## src/rtl/wb_port_arbiter_pkg.sv

```systemverilog
// Shared writeback types: request payload, arbiter state encoding and helpers.
// Reused by the long-latency unit, the WB stage and the write-port arbiter.
package wb_port_arbiter_pkg;

  localparam int unsigned REG_AW = 5;
  localparam int unsigned XLEN   = 32;

  typedef struct packed {
    logic [REG_AW-1:0] rd;
    logic [XLEN-1:0]   data;
  } wb_req_t;

  typedef enum logic {
    NORMAL = 1'b0,
    DRAIN  = 1'b1
  } wb_arb_state_t;

  // x0 is hardwired, so a request targeting it never reaches the register file
  function automatic logic is_rf_write(input logic valid, input logic [REG_AW-1:0] rd);
    return valid && (rd != '0);
  endfunction

endpackage

```

## src/rtl/wb_port_arbiter_if.sv

```systemverilog
// Bundle of the pipeline/long-latency request ports and the register file write port.
interface wb_port_arbiter_if #(
  parameter int unsigned DEPTH = 4
) ();
  import wb_port_arbiter_pkg::*;

  localparam int unsigned CW = $clog2(DEPTH) + 1;

  logic              pipe_valid;
  logic [REG_AW-1:0] pipe_rd;
  logic [XLEN-1:0]   pipe_data;
  logic              pipe_ready;
  logic              lu_valid;
  logic [REG_AW-1:0] lu_rd;
  logic [XLEN-1:0]   lu_data;
  logic              lu_ready;
  logic              rf_we;
  logic [REG_AW-1:0] rf_waddr;
  logic [XLEN-1:0]   rf_wdata;
  logic [CW-1:0]     fifo_count;
  logic              draining;

  modport master (
    output pipe_valid, pipe_rd, pipe_data, lu_valid, lu_rd, lu_data,
    input  pipe_ready, lu_ready, rf_we, rf_waddr, rf_wdata, fifo_count, draining
  );

  modport slave (
    input  pipe_valid, pipe_rd, pipe_data, lu_valid, lu_rd, lu_data,
    output pipe_ready, lu_ready, rf_we, rf_waddr, rf_wdata, fifo_count, draining
  );

endinterface

```

## src/rtl/wb_fifo.sv

```systemverilog
// Small synchronous FIFO of writeback requests; pointers wrap modulo DEPTH.
module wb_fifo
  import wb_port_arbiter_pkg::*;
#(
  parameter int unsigned DEPTH = 4
) (
  input  logic                       clk,
  input  logic                       rst,
  input  logic                       push,
  input  wb_req_t                    push_data,
  input  logic                       pop,
  output wb_req_t                    head,
  output logic [$clog2(DEPTH):0]     count,
  output logic                       full,
  output logic                       empty
);

  localparam int unsigned PW = $clog2(DEPTH);
  localparam int unsigned CW = PW + 1;

  wb_req_t       mem [DEPTH];
  logic [PW-1:0] wr_ptr;
  logic [PW-1:0] rd_ptr;
  logic          do_push;
  logic          do_pop;

  assign full    = (count == CW'(DEPTH));
  assign empty   = (count == '0);
  assign do_pop  = pop && !empty;
  // A push into a full FIFO only lands when the head leaves the same cycle
  assign do_push = push && (!full || do_pop);
  assign head    = mem[rd_ptr];

  always_ff @(posedge clk or posedge rst) begin
    if (rst) begin
      wr_ptr <= '0;
      rd_ptr <= '0;
      count  <= '0;
    end else begin
      if (do_push) wr_ptr <= wr_ptr + PW'(1);
      if (do_pop)  rd_ptr <= rd_ptr + PW'(1);
      count <= count + CW'(do_push) - CW'(do_pop);
    end
  end

  always_ff @(posedge clk) begin
    if (do_push) mem[wr_ptr] <= push_data;
  end

endmodule

```

## src/rtl/wb_port_arbiter.sv

```systemverilog
// Register-file write-port arbiter: pipeline writes win, long-latency results are
// queued and drained in idle slots, and a full queue forces a drain phase.
module wb_port_arbiter
  import wb_port_arbiter_pkg::*;
#(
  parameter int unsigned DEPTH = 4
) (
  input  logic               clk,
  input  logic               rst,
  wb_port_arbiter_if.slave   bus
);

  localparam int unsigned CW = $clog2(DEPTH) + 1;

  wb_arb_state_t     state;
  wb_req_t           fifo_head;
  wb_req_t           lu_req;
  wb_req_t           wr_req;
  logic [CW-1:0]     fifo_count;
  logic [CW-1:0]     next_count;
  logic              fifo_full;
  logic              fifo_empty;
  logic              fifo_push;
  logic              fifo_pop;
  logic              pipe_wr;
  logic              sel_pipe;
  logic              wr_sel;
  logic              pipe_ready_c;
  logic              lu_ready_c;
  logic              rf_we;
  logic [REG_AW-1:0] rf_waddr;
  logic [XLEN-1:0]   rf_wdata;

  assign lu_req = '{rd: bus.lu_rd, data: bus.lu_data};

  wb_fifo #(.DEPTH(DEPTH)) u_fifo (
    .clk       (clk),
    .rst       (rst),
    .push      (fifo_push),
    .push_data (lu_req),
    .pop       (fifo_pop),
    .head      (fifo_head),
    .count     (fifo_count),
    .full      (fifo_full),
    .empty     (fifo_empty)
  );

  // Source selection and handshakes; lu_ready deliberately ignores lu_valid
  always_comb begin
    pipe_ready_c = 1'b0;
    fifo_pop     = 1'b0;
    sel_pipe     = 1'b0;
    pipe_wr      = is_rf_write(bus.pipe_valid, bus.pipe_rd);
    if (state == NORMAL) begin
      pipe_ready_c = 1'b1;
      sel_pipe     = pipe_wr;
      fifo_pop     = !fifo_empty && !pipe_wr;
    end else begin
      fifo_pop     = !fifo_empty;
    end
    lu_ready_c = !fifo_full || fifo_pop;
    fifo_push  = lu_ready_c && is_rf_write(bus.lu_valid, bus.lu_rd);
    wr_sel     = sel_pipe || fifo_pop;
    wr_req     = sel_pipe ? wb_req_t'{rd: bus.pipe_rd, data: bus.pipe_data} : fifo_head;
    next_count = fifo_count + CW'(fifo_push) - CW'(fifo_pop);
  end

  // Drain mode with hysteresis, plus the registered write port
  always_ff @(posedge clk or posedge rst) begin
    if (rst) begin
      state    <= NORMAL;
      rf_we    <= 1'b0;
      rf_waddr <= '0;
      rf_wdata <= '0;
    end else begin
      case (state)
        NORMAL: if (next_count == CW'(DEPTH))      state <= DRAIN;
        DRAIN:  if (next_count <= CW'(DEPTH / 2))  state <= NORMAL;
        default:                                   state <= NORMAL;
      endcase
      rf_we <= wr_sel;
      if (wr_sel) begin
        rf_waddr <= wr_req.rd;
        rf_wdata <= wr_req.data;
      end
    end
  end

  assign bus.pipe_ready = pipe_ready_c;
  assign bus.lu_ready   = lu_ready_c;
  assign bus.rf_we      = rf_we;
  assign bus.rf_waddr   = rf_waddr;
  assign bus.rf_wdata   = rf_wdata;
  assign bus.fifo_count = fifo_count;
  assign bus.draining   = (state == DRAIN);

endmodule

```

## src/flat_wrapper.sv

```systemverilog
// flat-port wrapper written by rule: the top's interface ports become plain ports
module wb_port_arbiter_flat import wb_port_arbiter_pkg::*;
#(
  parameter int unsigned DEPTH = 4
)
  (clk, rst, bus_pipe_valid, bus_pipe_rd, bus_pipe_data, bus_lu_valid, bus_lu_rd, bus_lu_data, bus_pipe_ready, bus_lu_ready, bus_rf_we, bus_rf_waddr, bus_rf_wdata, bus_fifo_count, bus_draining);
  wb_port_arbiter_if #(.DEPTH(DEPTH)) bus_i ();
  input  logic clk;
  input  logic rst;
  input wire logic [$bits(bus_i.pipe_valid)-1:0] bus_pipe_valid;
  input wire logic [$bits(bus_i.pipe_rd)-1:0] bus_pipe_rd;
  input wire logic [$bits(bus_i.pipe_data)-1:0] bus_pipe_data;
  input wire logic [$bits(bus_i.lu_valid)-1:0] bus_lu_valid;
  input wire logic [$bits(bus_i.lu_rd)-1:0] bus_lu_rd;
  input wire logic [$bits(bus_i.lu_data)-1:0] bus_lu_data;
  output wire logic [$bits(bus_i.pipe_ready)-1:0] bus_pipe_ready;
  output wire logic [$bits(bus_i.lu_ready)-1:0] bus_lu_ready;
  output wire logic [$bits(bus_i.rf_we)-1:0] bus_rf_we;
  output wire logic [$bits(bus_i.rf_waddr)-1:0] bus_rf_waddr;
  output wire logic [$bits(bus_i.rf_wdata)-1:0] bus_rf_wdata;
  output wire logic [$bits(bus_i.fifo_count)-1:0] bus_fifo_count;
  output wire logic [$bits(bus_i.draining)-1:0] bus_draining;
  assign bus_i.pipe_valid = bus_pipe_valid;
  assign bus_i.pipe_rd = bus_pipe_rd;
  assign bus_i.pipe_data = bus_pipe_data;
  assign bus_i.lu_valid = bus_lu_valid;
  assign bus_i.lu_rd = bus_lu_rd;
  assign bus_i.lu_data = bus_lu_data;
  assign bus_pipe_ready = bus_i.pipe_ready;
  assign bus_lu_ready = bus_i.lu_ready;
  assign bus_rf_we = bus_i.rf_we;
  assign bus_rf_waddr = bus_i.rf_waddr;
  assign bus_rf_wdata = bus_i.rf_wdata;
  assign bus_fifo_count = bus_i.fifo_count;
  assign bus_draining = bus_i.draining;
  wb_port_arbiter #(.DEPTH(DEPTH)) u_core (.clk(clk), .rst(rst), .bus(bus_i));
endmodule
```

## config.mk

```make
export PLATFORM = sky130hd
export DESIGN_NAME = wb_port_arbiter_flat
export DESIGN_NICKNAME = d
export VERILOG_FILES = /design/src/rtl/wb_port_arbiter_pkg.sv /design/src/rtl/wb_port_arbiter_if.sv /design/src/rtl/wb_fifo.sv /design/src/rtl/wb_port_arbiter.sv /design/src/flat_wrapper.sv
export SDC_FILE = /design/constraint.sdc
export NUM_CORES = 1
export LEC_CHECK = 0
export CORE_ASPECT_RATIO = 0.5
export CORE_MARGIN = 1
export CORE_UTILIZATION = 54
export CTS_CLUSTER_SIZE = 12
export DETAILED_ROUTE_END_ITERATION = 16
export PLACE_DENSITY = 0.82
export SETUP_SLACK_MARGIN = 0.05
export SLEW_MARGIN = 20
export SYNTH_ARGS = -nofsm -noshare
export SYNTH_HDL_FRONTEND = slang
export SYNTH_SLANG_ARGS = --single-unit
```

## constraint.sdc

```tcl
create_clock -name clk -period 5.2 [get_ports clk]
set_clock_uncertainty 0.05 [all_clocks]
set_input_delay 0.52 -clock clk [delete_from_list [all_inputs] [get_ports clk]]
set_output_delay 0.52 -clock clk [all_outputs]
set_load 0.01 [all_outputs]
```

======== Word-level counts from Yosys, hierarchy flattened ========
Memories as Yosys holds them, arrays and structs flattened.
Index checks and enable logic that the tools add are counted.
word-level totals
  word-level logic and storage cells ...... 42
  bits in writable memories ............... 148
  register bits after elaboration ......... 46
  memories ................................ 1
operators by class
  add/subtract/negate cells ............... 6
  reduce and logical (&&, ||, !) cells .... 15
  equality and inequality tests ........... 2
  multiplexer cells ....................... 9
  bitwise logic cells ..................... 1
  $lt $le $gt $ge ......................... 1
memories
  name               words  bits a word  rd ports  clocked after memory_dff  write ports  RTL line       text
  u_core.u_fifo.mem  4      37           1         0                         1            wb_fifo.sv:21  wb_req_t mem [DEPTH];
operators with widths
  cell                                                                              count
  37-bit two-way mux                                                                1
  5-bit nonzero test                                                                2
  1-bit two-way mux                                                                 7
  3-bit by 1-bit adder with 3-bit output                                            2
  3-bit == test, second input constant                                              2
  1-bit logical AND                                                                 6
  3-bit by 1-bit subtractor with 3-bit output                                       2
  2-bit by 1-bit adder with 2-bit output, second input constant                     2
  3-bit by 2-bit less-or-equal comparator with 1-bit output, second input constant  1
  1-bit zero test                                                                   3
  3-bit zero test                                                                   1
  1-bit logical OR                                                                  3
  1-bit one-hot mux with 2 select lines                                             1
  1-bit NOT                                                                         1

======== Logic depth before layout (Yosys ltp) ========
  depth after elaboration ................. 12
  depth in mapped cells ................... 12
  depth with buffers taken out ............ 12

======== Cells and area by module ========
Synthesis repeated with hierarchy kept, for this count alone.
unflattened totals
  cell total of the unflattened synthesis .. 379
  area, all modules ....................... 7823.8 µm²
modules (own cells, without submodules)
  module           instances  area each (µm²)  seq. area each (µm²)  cells an instance
  wb_fifo          1          5779.3           4619.4                229
  wb_port_arbiter  1          2044.5           975.9                 150

======== Least setup slack after synthesis ========
No wires, ideal clock.
  path type ............................... input -> register
  start ................................... in bus_pipe_rd[3]
  end ..................................... reg u_core.state, in the netlist u_core.bus.draining
  path buffers ............................ 0
  arrival time ............................ 2.773 ns
  setup time .............................. 0.127 ns
  cell stages on the path ................. 12
  slack ................................... 2.250 ns
  cells stage by stage .................... or4_4 -> o21a_4 -> a31oi_4 -> inv_1 -> ha_1 -> inv_1 -> ha_1 -> inv_1 -> fa_1 -> xor2_1 -> a21oi_1 -> o21ai_0
between the ends
  word-level cells in the longest chain between the ends .. 12
  elaborated cells between the ends (all ways) .. 14
  classes of those cells .................. add/sub (2); order compare (1); eq/ne (1); mux (4); reduce/logical (6)
RTL lines
  element                                                                                            RTL line                                      text
  start: declaration                                                                                 flat_wrapper.sv:11                            input wire logic [$bits(bus_i.pipe_rd)-1:0] bus_pipe_rd;
  5-bit nonzero test (*)                                                                             wb_port_arbiter_pkg.sv:20                     return valid && (rd != '0);
  1-bit logical AND (*)                                                                              wb_port_arbiter_pkg.sv:20
  1-bit zero test (*)                                                                                wb_port_arbiter.sv:57                         fifo_pop = !fifo_empty && !pipe_wr;
  1-bit logical AND (*)                                                                              wb_port_arbiter.sv:57
  1-bit two-way mux (*)                                                                              wb_port_arbiter.sv:54                         if (state == NORMAL) begin
  1-bit logical OR                                                                                   wb_port_arbiter.sv:61                         lu_ready_c = !fifo_full || fifo_pop;
  1-bit logical AND                                                                                  wb_port_arbiter.sv:62                         fifo_push = lu_ready_c && is_rf_write(bus.lu_valid, bus.lu_rd);
  3-bit by 1-bit adder with 3-bit output                                                             wb_port_arbiter.sv:65                         next_count = fifo_count + CW'(fifo_push) - CW'(fifo_pop);
  3-bit by 1-bit subtractor with 3-bit output (*)                                                    wb_port_arbiter.sv:65
  3-bit by 2-bit less-or-equal comparator with 1-bit output / 3-bit == test (equally long branches)  wb_port_arbiter.sv:78, wb_port_arbiter.sv:77
  1-bit two-way mux, on equally long branches                                                        wb_port_arbiter.sv:78, wb_port_arbiter.sv:77
  1-bit one-hot mux with 2 select lines (*)                                                          wb_port_arbiter.sv:76                         case (state)
  end signal: assignment                                                                             wb_port_arbiter.sv:77                         NORMAL: if (next_count == CW'(DEPTH)) state <= DRAIN;
  end signal: assignment                                                                             wb_port_arbiter.sv:78                         DRAIN: if (next_count <= CW'(DEPTH / 2)) state <= NORMAL;
  end signal: assignment                                                                             wb_port_arbiter.sv:79                         default: state <= NORMAL;
  end: declaration                                                                                   wb_port_arbiter.sv:15                         wb_arb_state_t state;
Every way passes the cells marked *; elsewhere a longest branch is shown, timed or not.
A chain may end at the register's enable or synchronous reset.

======== Worst setup path in the final report ========
Same ends and word-level chain as after synthesis.

==> results.yml <==
sta:
  slew_headroom: 0.285
  hold_violations: 0
  fin_tns_setup_ns: 0
  tightest_slew_ns: 1.07
  min_period_ns: 3.40
  fin_crit_sh: 0.653
  rsz0062_at_grt: "no"
  final-setup-viol-count: 0
  clock.fmax_mhz: 294
  slew_viol_final: 0
worst_setup_path:
  criticalPathCategory: "input port to flop"
  path_max_fanout: 39
  path_common_cell: "inv_1"
  critical_path.startpoint: "bus_pipe_rd[3]"
  crit_chain: "clkdlybuf4s50_1 > or4_4 > o21a_4 > a31oi_4 > inv_1 > ha_1 > inv_1 > ha_1 > inv_1 > fa_1 > xor2_1 > a21oi_1 > o21ai_0"
  cpPeakStageDelay_ns: 0.57
  crit_path_end: "u_core.bus.draining$_DFF_PP0_"
  slowest_stage: "or4_4"
  cp_num_cells: 13
  r2r-end: "u_core.bus.draining$_DFF_PP0_"
  r2r-start: "u_core.bus.draining$_DFF_PP0_"
  cp_top_family: "compound AO/OA/AOI/OAI gates"
  reg2reg_setup_slack_ns: 2.15
  critical_path_arrival_ns: 3.66
  ff2ff_path_depth: 12
  cp-end-kind: "flop"
  required_ns: 5.47
  critPathLaunchType: "input port"
  cp_num_buf_inv: 4
hold_path:
  hold_path_class: "flop to flop"
power_and_ir_drop:
  power_density_mw_per_mm2: 563
  leakage_nw: 3.41
  p_total_w: 0.00539
  max-vdd-ir-drop_uv: 242
floorplan:
  floorplan.initialDensity: 0.557
  dieWidth_um: 170
  die_y_um: 86.0
  die_area_mm2: 0.0146
  core_mm2: 0.0137
  fp-row-count: 30
  io_pins: 122
flow_run:
  drv_cap: 0
place:
  dp_hpwl_um: 9230
  routabilityCongestion: 0.705
  port_buffers: 121
finish:
  syn_to_final_growth_pct: 25.6
  antenna_cells: 0
  final_common_cell: "edfxtp_1"
  drive_gt1_frac: 0.146
  layout.nets: 659
  layout_common_cells: "edfxtp_1 (148), clkdlybuf4s50_1 (121), a21oi_1 (71)"
cts:
  htree_levels: 4
  clk_latency_ns: 0.43
  cts_hold_buf: 0
  cts_tree: "yes"
  numCtsBuffers: 17
  cts_setup_buffers: 0
  cts.path.max_buffers: 2
  clockRootBuffer: "clkbuf_16"
  cts_sinks: 194
  cts_resized: 0
  cts.clk_slew.worst_paths_ns: 0.07
yosys:
  syn-num-nets: 539
  synthDistinctLibCells: 34
  avgSynthCellArea_um2: 16.9
  async_flop_share: 0.237
  syn-cell-area_mm2: 0.00762
  synth_edf_count: 148
  ys_ff_latch: 194
  seq_area_frac_synth: 0.735
  synth_flop_cell: "edfxtp_1"
  yosysWarnings: 0
  syn_inst: 451
grt:
  gr-usage-met2: 0.390
  busiest_layer: "met2"
  grtUsageMet3: 0.0568
  grt_pass1_wl_um: 24700
  grt_pass1_vias: 4569
  grt_use_total: 0.234
  grt_start_max_net_pins: 47
  gr-usage-met1: 0.310
  grt-ovfl-total: 0
  grt_antenna_before_repair: 0
routing:
  drtPass1Iterations: 5
  avgRoutedWirePerCell_um: 20.9
  drt-total-wl_um: 16200
  post-route-drc-count: 0
  vias: 4439
  routed_via_density: 5.72
  drtIter0Drc: 481
  ant_nets: 0
outcome:
  outcome: "completed"
[worst min path at each step]
stage	start	to	slack (ns)	cells after the start
global route	u_core.bus.rf_waddr[1]$_DFFE_PP0P_	u_core.bus.rf_waddr[1]$_DFFE_PP0P_	0.52	1
global placement	u_core.bus.rf_waddr[0]$_DFFE_PP0P_	u_core.bus.rf_waddr[0]$_DFFE_PP0P_	0.47	2
CTS	u_core.bus.rf_waddr[1]$_DFFE_PP0P_	u_core.bus.rf_waddr[1]$_DFFE_PP0P_	0.51	1
floorplan	u_core.u_fifo.wr_ptr[1]$_DFFE_PP0P_	u_core.u_fifo.wr_ptr[1]$_DFFE_PP0P_	0.48	1
detailed placement	u_core.bus.rf_waddr[1]$_DFFE_PP0P_	u_core.bus.rf_waddr[1]$_DFFE_PP0P_	0.48	1
finish	u_core.bus.rf_waddr[1]$_DFFE_PP0P_	u_core.bus.rf_waddr[1]$_DFFE_PP0P_	0.50	1
[registers in the layout, summed over array words and instances, names as in the netlist]
signal and count:
u_core.bus.rf_we 1, u_core.u_fifo.mem 148, u_core.bus.draining 1, u_core.bus.rf_waddr 5, u_core.u_fifo.count 3, u_core.bus.rf_wdata 32, u_core.u_fifo.wr_ptr 2, u_core.u_fifo.rd_ptr 2
[logic make-up (layout without fill, tap and decap cells)]
| group | after synthesis | after routing | share of synthesized area |
|---|---|---|---|
| compound gates | 79 | 79 | 0.0577 |
| xor+xnor | 6 | 6 | 0.00690 |
| fa+ha+maj | 10 | 10 | 0.0184 |
| buf+inv | 36 | 169 | 0.0225 |
| flops | 194 | 194 | 0.735 |
| mux | 38 | 38 | 0.111 |
| simple gates | 88 | 88 | 0.0485 |
[cell usage after synthesis, types with 2 or more instances]
master | count | area [um^2]
inv_1 | 12 | 45.0
buf_2 | 5 | 25.0
buf_1 | 4 | 15.0
buf_6 | 2 | 22.5
nand3_1 | 2 | 10.0
a21oi_1 | 71 | 355
xnor2_1 | 2 | 17.5
xor2_1 | 4 | 35.0
fa_1 | 2 | 40.0
edfxtp_1 | 148 | 4440
and2_1 | 4 | 25.0
buf_4 | 4 | 30.0
o21ai_0 | 2 | 10.0
ha_1 | 8 | 100
clkbuf_1 | 9 | 33.8
nand2_1 | 37 | 139
nor2_1 | 37 | 139
mux4_2 | 37 | 833
dfrtp_1 | 46 | 1150
[power breakdown]
part | leakage, nW | switching (W) | internal (W)
combinational | 1.26 | 0.000858 | 0.000908
sequential | 1.88 | 0.000283 | 0.00211
clock | 0.269 | 0.000596 | 0.000630
[metal layers]
layer / vias up / routed length, um
met5: - / 0
li1: 1949 / -
met1: 2283 / 6730
met4: 0 / 180
met2: 189 / 8290
met3: 18 / 987
[area by class of cell]
cell class | count | area (um^2)
clock buffers | 18 | 429
inverters | 12 | 46.3
clock inverters | 14 | 121
fillers | 891 | 4100
well taps | 192 | 240
flip-flops and latches | 194 | 5600
repair buffers | 125 | 1260
multi-input cells | 221 | 1870
[metrics by stage]
stage	utilization	setup WS [ns]	hold WS, ns	std cells	cell area, um^2
finish	0.700	1.80	0.500	776	9560
global route	0.700	1.73	0.522	776	9560
CTS	0.698	1.83	0.506	775	9530
detailed placement	0.658	1.40	0.482	743	8980
global placement	0.658	1.52	0.469	743	8980
floorplan	-	2.25	0.485	451	7620
(Power assumes the default switching activity.)
==> variant 1 (config.mk and constraints unchanged) <==
`DEPTH` is set to 4 in 4 places; all go to 8.
--- a/src/rtl/wb_port_arbiter_if.sv
+++ b/src/rtl/wb_port_arbiter_if.sv
@@ -1,6 +1,6 @@
 // Bundle of the pipeline/long-latency request ports and the register file write port.
 interface wb_port_arbiter_if #(
-  parameter int unsigned DEPTH = 4
+  parameter int unsigned DEPTH = 8
 ) ();
   import wb_port_arbiter_pkg::*;
 
--- a/src/rtl/wb_fifo.sv
+++ b/src/rtl/wb_fifo.sv
@@ -2,7 +2,7 @@
 module wb_fifo
   import wb_port_arbiter_pkg::*;
 #(
-  parameter int unsigned DEPTH = 4
+  parameter int unsigned DEPTH = 8
 ) (
   input  logic                       clk,
   input  logic                       rst,
--- a/src/rtl/wb_port_arbiter.sv
+++ b/src/rtl/wb_port_arbiter.sv
@@ -3,7 +3,7 @@
 module wb_port_arbiter
   import wb_port_arbiter_pkg::*;
 #(
-  parameter int unsigned DEPTH = 4
+  parameter int unsigned DEPTH = 8
 ) (
   input  logic               clk,
   input  logic               rst,
--- a/src/flat_wrapper.sv
+++ b/src/flat_wrapper.sv
@@ -1,7 +1,7 @@
 // flat-port wrapper written by rule: the top's interface ports become plain ports
 module wb_port_arbiter_flat import wb_port_arbiter_pkg::*;
 #(
-  parameter int unsigned DEPTH = 4
+  parameter int unsigned DEPTH = 8
 )
   (clk, rst, bus_pipe_valid, bus_pipe_rd, bus_pipe_data, bus_lu_valid, bus_lu_rd, bus_lu_data, bus_pipe_ready, bus_lu_ready, bus_rf_we, bus_rf_waddr, bus_rf_wdata, bus_fifo_count, bus_draining);
   wb_port_arbiter_if #(.DEPTH(DEPTH)) bus_i ();
Ports: changed (resized bus_fifo_count); port bits go from 122 to 123. No check against the original RTL was run, so the function may have changed too.
==> variant 1 against the unedited design <==
Critical endpoint unchanged; sequential share of layout area is 4.5 points higher; synthesized area is 75% higher; largest cell class unchanged; wire length is 84% higher; total power is 65% higher; synthesized cell count is 41% higher; design area is 68% higher; sequential cell count is 151 higher; worst setup slack worse by 0.073 ns; largest power group unchanged; fmax is 2.1% lower; highest routed layer unchanged.
==> variant 1: results (changes against the unedited design) <==
worst IR drop on VDD=0.296 mV (was 0.242 mV); Slew @ Worst Pin=1.14 ns (was 1.07 ns); H-tree depth=2 (was 4); sequential-to-total area share from yosys stat=76.1% (was 73.5%); fin nets=872 (was 659); Clock Path Buffers=3 (was 2); Tot GR Track Use=24.4% (was 23.4%); Seq area share=63.1% (was 58.5%); Multi-In Gates=245 (was 221); Synth area leaders=edfxtp_1, mux4_2, dfrtp_1 (was edfxtp_1, dfrtp_1, mux4_2); Unique masters post-synth=31 (was 34); first-pass GRT wire length=45400 microns (was 24700 microns); Post-Place Worst Slack=1.25 ns (was 1.40 ns); Post-DP HPWL=16100 microns (was 9230 microns); Synth top cells by count=edfxtp_1, mux4_2, dfrtp_1 (was edfxtp_1, a21oi_1, dfrtp_1); Post-synth EDFFs=296 (was 148); Crit-path slowest cell=or4_1 (was or4_4); Vias=6987 (was 4439); Largest regs=u_core.u_fifo.mem: 296 flops, u_core.bus.rf_wdata: 32 flops, u_core.bus.rf_waddr: 5 flops (was u_core.u_fifo.mem: 148 flops, u_core.bus.rf_wdata: 32 flops, u_core.bus.rf_waddr: 5 flops); worst skew pair latency=0.50 ns (was 0.43 ns); non-clk buf share=8.65% (was 13.2%); Mapped Cells=637 (was 451); fin cells=1142 (was 776); DR iter-0 viols=780 (was 481); clk tree area frac=6.33% (was 5.76%); bufs w/o clock=140 (was 125); Multi-input gate area=3050 sq um (was 1870 sq um); Synthesized Nets=728 (was 539); CP max FO=17 (was 39); global placement routability congestion=0.803 (was 0.705); fill count=1443 (was 891); number of clock sinks=345 (was 194); placed cell area=15000 sq um (was 8980 sq um); total CTS buffers=34 (was 17); Port-buffer cells=122 (was 121); status=finished clean (unchanged); Worst path max stage delay=0.55 ns (was 0.57 ns); Signal inverters=15 (was 12); largest net degree at the start of global routing=76 (was 47)
-- variant 1: routing by layer --
layer  wire, microns  track usage (%)  share of wire, %  vias up
met5               0                0                 0        -
met4             552             6.48               1.9        0
met3            2340             4.13               7.9       52
met2           14800             40.7                50      362
met1           12000             34.0                40     3671
li1                -                -                 -     2902
-- variant 1: logic make-up (layout without fill, tap and decap cells) --
logic type	after synthesis	after routing	share of synthesized area [%]
compound gates	82	82	3.98
xor+xnor	8	8	0.527
fa+ha+maj	13	13	1.34
buf+inv	47	216	1.53
flops	345	345	76.1
mux	112	112	15.4
simple gates	30	30	1.14
-- variant 1: final timing paths --
check / startpoint / endpoint / slack, ns / cells after the start
setup / recovery: bus_pipe_rd[0] / u_core.bus.draining / 1.73 / 14
hold / removal: u_core.bus.rf_wdata[27] / u_core.bus.rf_wdata[27] / 0.46 / 2
setup reg to reg: u_core.bus.draining / u_core.u_fifo.count[2] / 1.76 / 11
hold reg to reg: u_core.bus.rf_wdata[27] / u_core.bus.rf_wdata[27] / 0.46 / 2
max in group asynchronous: rst / u_core.u_fifo.rd_ptr[2] / 4.05 / 3
min in group asynchronous: rst / u_core.bus.rf_wdata[1] / 0.50 / 3
-- variant 1: stage by stage --
stage	utilization [%]	hold slack (ns)
3_5_place_dp	62.4	0.442
3_3_place_gp	62.4	0.443
6_report	66.7	0.463
4_1_cts	66.6	0.461
2_1_floorplan	-	0.484
5_1_grt	66.7	0.484
-- variant 1: power breakdown --
group | switching [mW] | internal [mW]
Clock | 0.974 | 1.32
Sequential | 0.481 | 3.57
Combinational | 1.21 | 1.32
==> variant 2 (same flow settings) <==
Made on the original files. Make the reset (`rst`) synchronous in 2 clocked blocks.
--- a/src/rtl/wb_fifo.sv
+++ b/src/rtl/wb_fifo.sv
@@ -31,7 +31,7 @@
   assign do_push = push && (!full || do_pop);
   assign head    = mem[rd_ptr];
 
-  always_ff @(posedge clk or posedge rst) begin
+  always_ff @(posedge clk) begin
     if (rst) begin
       wr_ptr <= '0;
       rd_ptr <= '0;
--- a/src/rtl/wb_port_arbiter.sv
+++ b/src/rtl/wb_port_arbiter.sv
@@ -66,7 +66,7 @@
   end
 
   // Drain mode with hysteresis, plus the registered write port
-  always_ff @(posedge clk or posedge rst) begin
+  always_ff @(posedge clk) begin
     if (rst) begin
       state    <= NORMAL;
       rf_we    <= 1'b0;
Check against the original RTL: differs if rst is asserted again (counterexample within 4 cycles, from zero or initial values and one cycle with rst high); with rst held inactive, the same outputs for 4 cycles.
==> variant 2 against the unedited design <==
Fmax is 12% lower; sequential cell count increased by 2; cell count rose by 2.4%; worst setup slack got worse by 0.48 ns; wire length decreased by 4.3%; critical path depth unchanged; synthesized area down 0.80%; sequential power is 15% lower; total power fell by 17%; design area decreased by 0.39%; critical endpoint is now u_core.bus.draining.
==> variant 2: results (changes against the unedited design) <==
Compound-Gate Fraction of Synth Area=7.11% (was 5.77%); CP max FO=43 (was 39); global placement routability congestion=0.739 (was 0.705); Synthesized Nets=560 (was 539); mux cell area share after synthesis=11.5% (was 11.1%); Synth area leaders=edfxtp_1, dfxtp_1, mux4_2 (was edfxtp_1, dfrtp_1, mux4_2); r2r worst-path depth=12 (unchanged); number of global-route vias before repair=4513 (was 4569); sequential-to-total area share from yosys stat=71.5% (was 73.5%); Post-Synth Adder-Cell Area=1.85% (was 1.84%); Synth top cells by count=edfxtp_1, dfxtp_1, nor2_1, a21oi_1, nand2_1 (was edfxtp_1, a21oi_1, dfrtp_1); RR Endpoint=u_core.bus.draining (unchanged); Cell Pwr Density=467 nW/um^2 (was 563 nW/um^2); Total Wirelength=15500 microns (was 16200 microns); RR Startpoint=u_core.bus.draining (unchanged); largest net degree at the start of global routing=50 (was 47); clk slew on worst S/H paths=0.07 ns (about the same); drt via density=5.61 (was 5.72); leakage=3.18 nW (was 3.41 nW); Async SR Flop Fraction=0% (was 23.7%); first-pass GRT wire length=24000 microns (was 24700 microns); Tot GR Track Use=22.6% (was 23.4%); WP data arrival=4.09 ns (was 3.66 ns); status=finished clean (unchanged); hold_sp=u_core.u_fifo.rd_ptr[1] (was u_core.bus.rf_waddr[1]); Hold Path Stages=2 (was 1); post-synthesis xor/xnor area fraction=0.348% (was 0.690%); R2R setup slack=1.71 ns (was 2.15 ns); layout cells sized above 1=14.9% (was 14.6%); Post-DP HPWL=9440 microns (was 9230 microns); Worst path max stage delay=0.65 ns (was 0.57 ns); DR iter-0 viols=313 (was 481); worst IR drop on VDD=0.259 mV (was 0.242 mV)
==> variant 2: per-layer routing <==
metal	track usage (%)	routed length, microns
met1	28.7	6590
met2	39.7	7960
met3	4.38	702
met4	7.78	242
met5	0	0
==> variant 2: report_power, final <==
| part | internal (mW) | switching (mW) |
|---|---|---|
| Sequential | 1.90 | 0.133 |
| Combinational | 0.605 | 0.596 |
| Clock | 0.623 | 0.597 |
| Total | 3.13 | 1.33 |
==> variant 2: worst max path at each step <==
| stage | from | end | slack (ns) |
|---|---|---|---|
| final | bus_pipe_rd[3] | u_core.bus.draining | 1.32 |
| after global routing | bus_pipe_rd[3] | u_core.bus.draining | 1.13 |
| after CTS | bus_pipe_rd[3] | u_core.bus.draining | 1.36 |
| after detailed placement | bus_pipe_rd[3] | u_core.bus.draining | 0.94 |
| after global placement | bus_pipe_rd[3] | u_core.bus.draining | 1.05 |
| after floorplan | bus_pipe_rd[3] | u_core.bus.draining | 2.10 |
==> variant 2: cell type report <==
class / count / area, sq um
Sequential cell: 196 / 5410
Fill cell: 879 / 4060
Multi-Input combinational cell: 236 / 2000
Timing Repair Buffer: 129 / 1290
Clock buffer: 17 / 425
Tap cell: 192 / 240
Clock inverter: 15 / 124
Inverter: 10 / 37.5
==> variant 2: stage by stage <==
step           instances  worst slack [ns]  total power, mW  instance area, sq um  hold WS, ns
2_1_floorplan        472              2.10             2.77                  7550        0.405
3_3_place_gp         762              1.05             3.23                  8950        0.405
3_5_place_dp         762             0.942             3.26                  8950        0.424
4_1_cts              794              1.36             4.47                  9500        0.432
5_1_grt              795              1.13             4.64                  9530        0.479
6_report             795              1.32             4.45                  9530        0.434
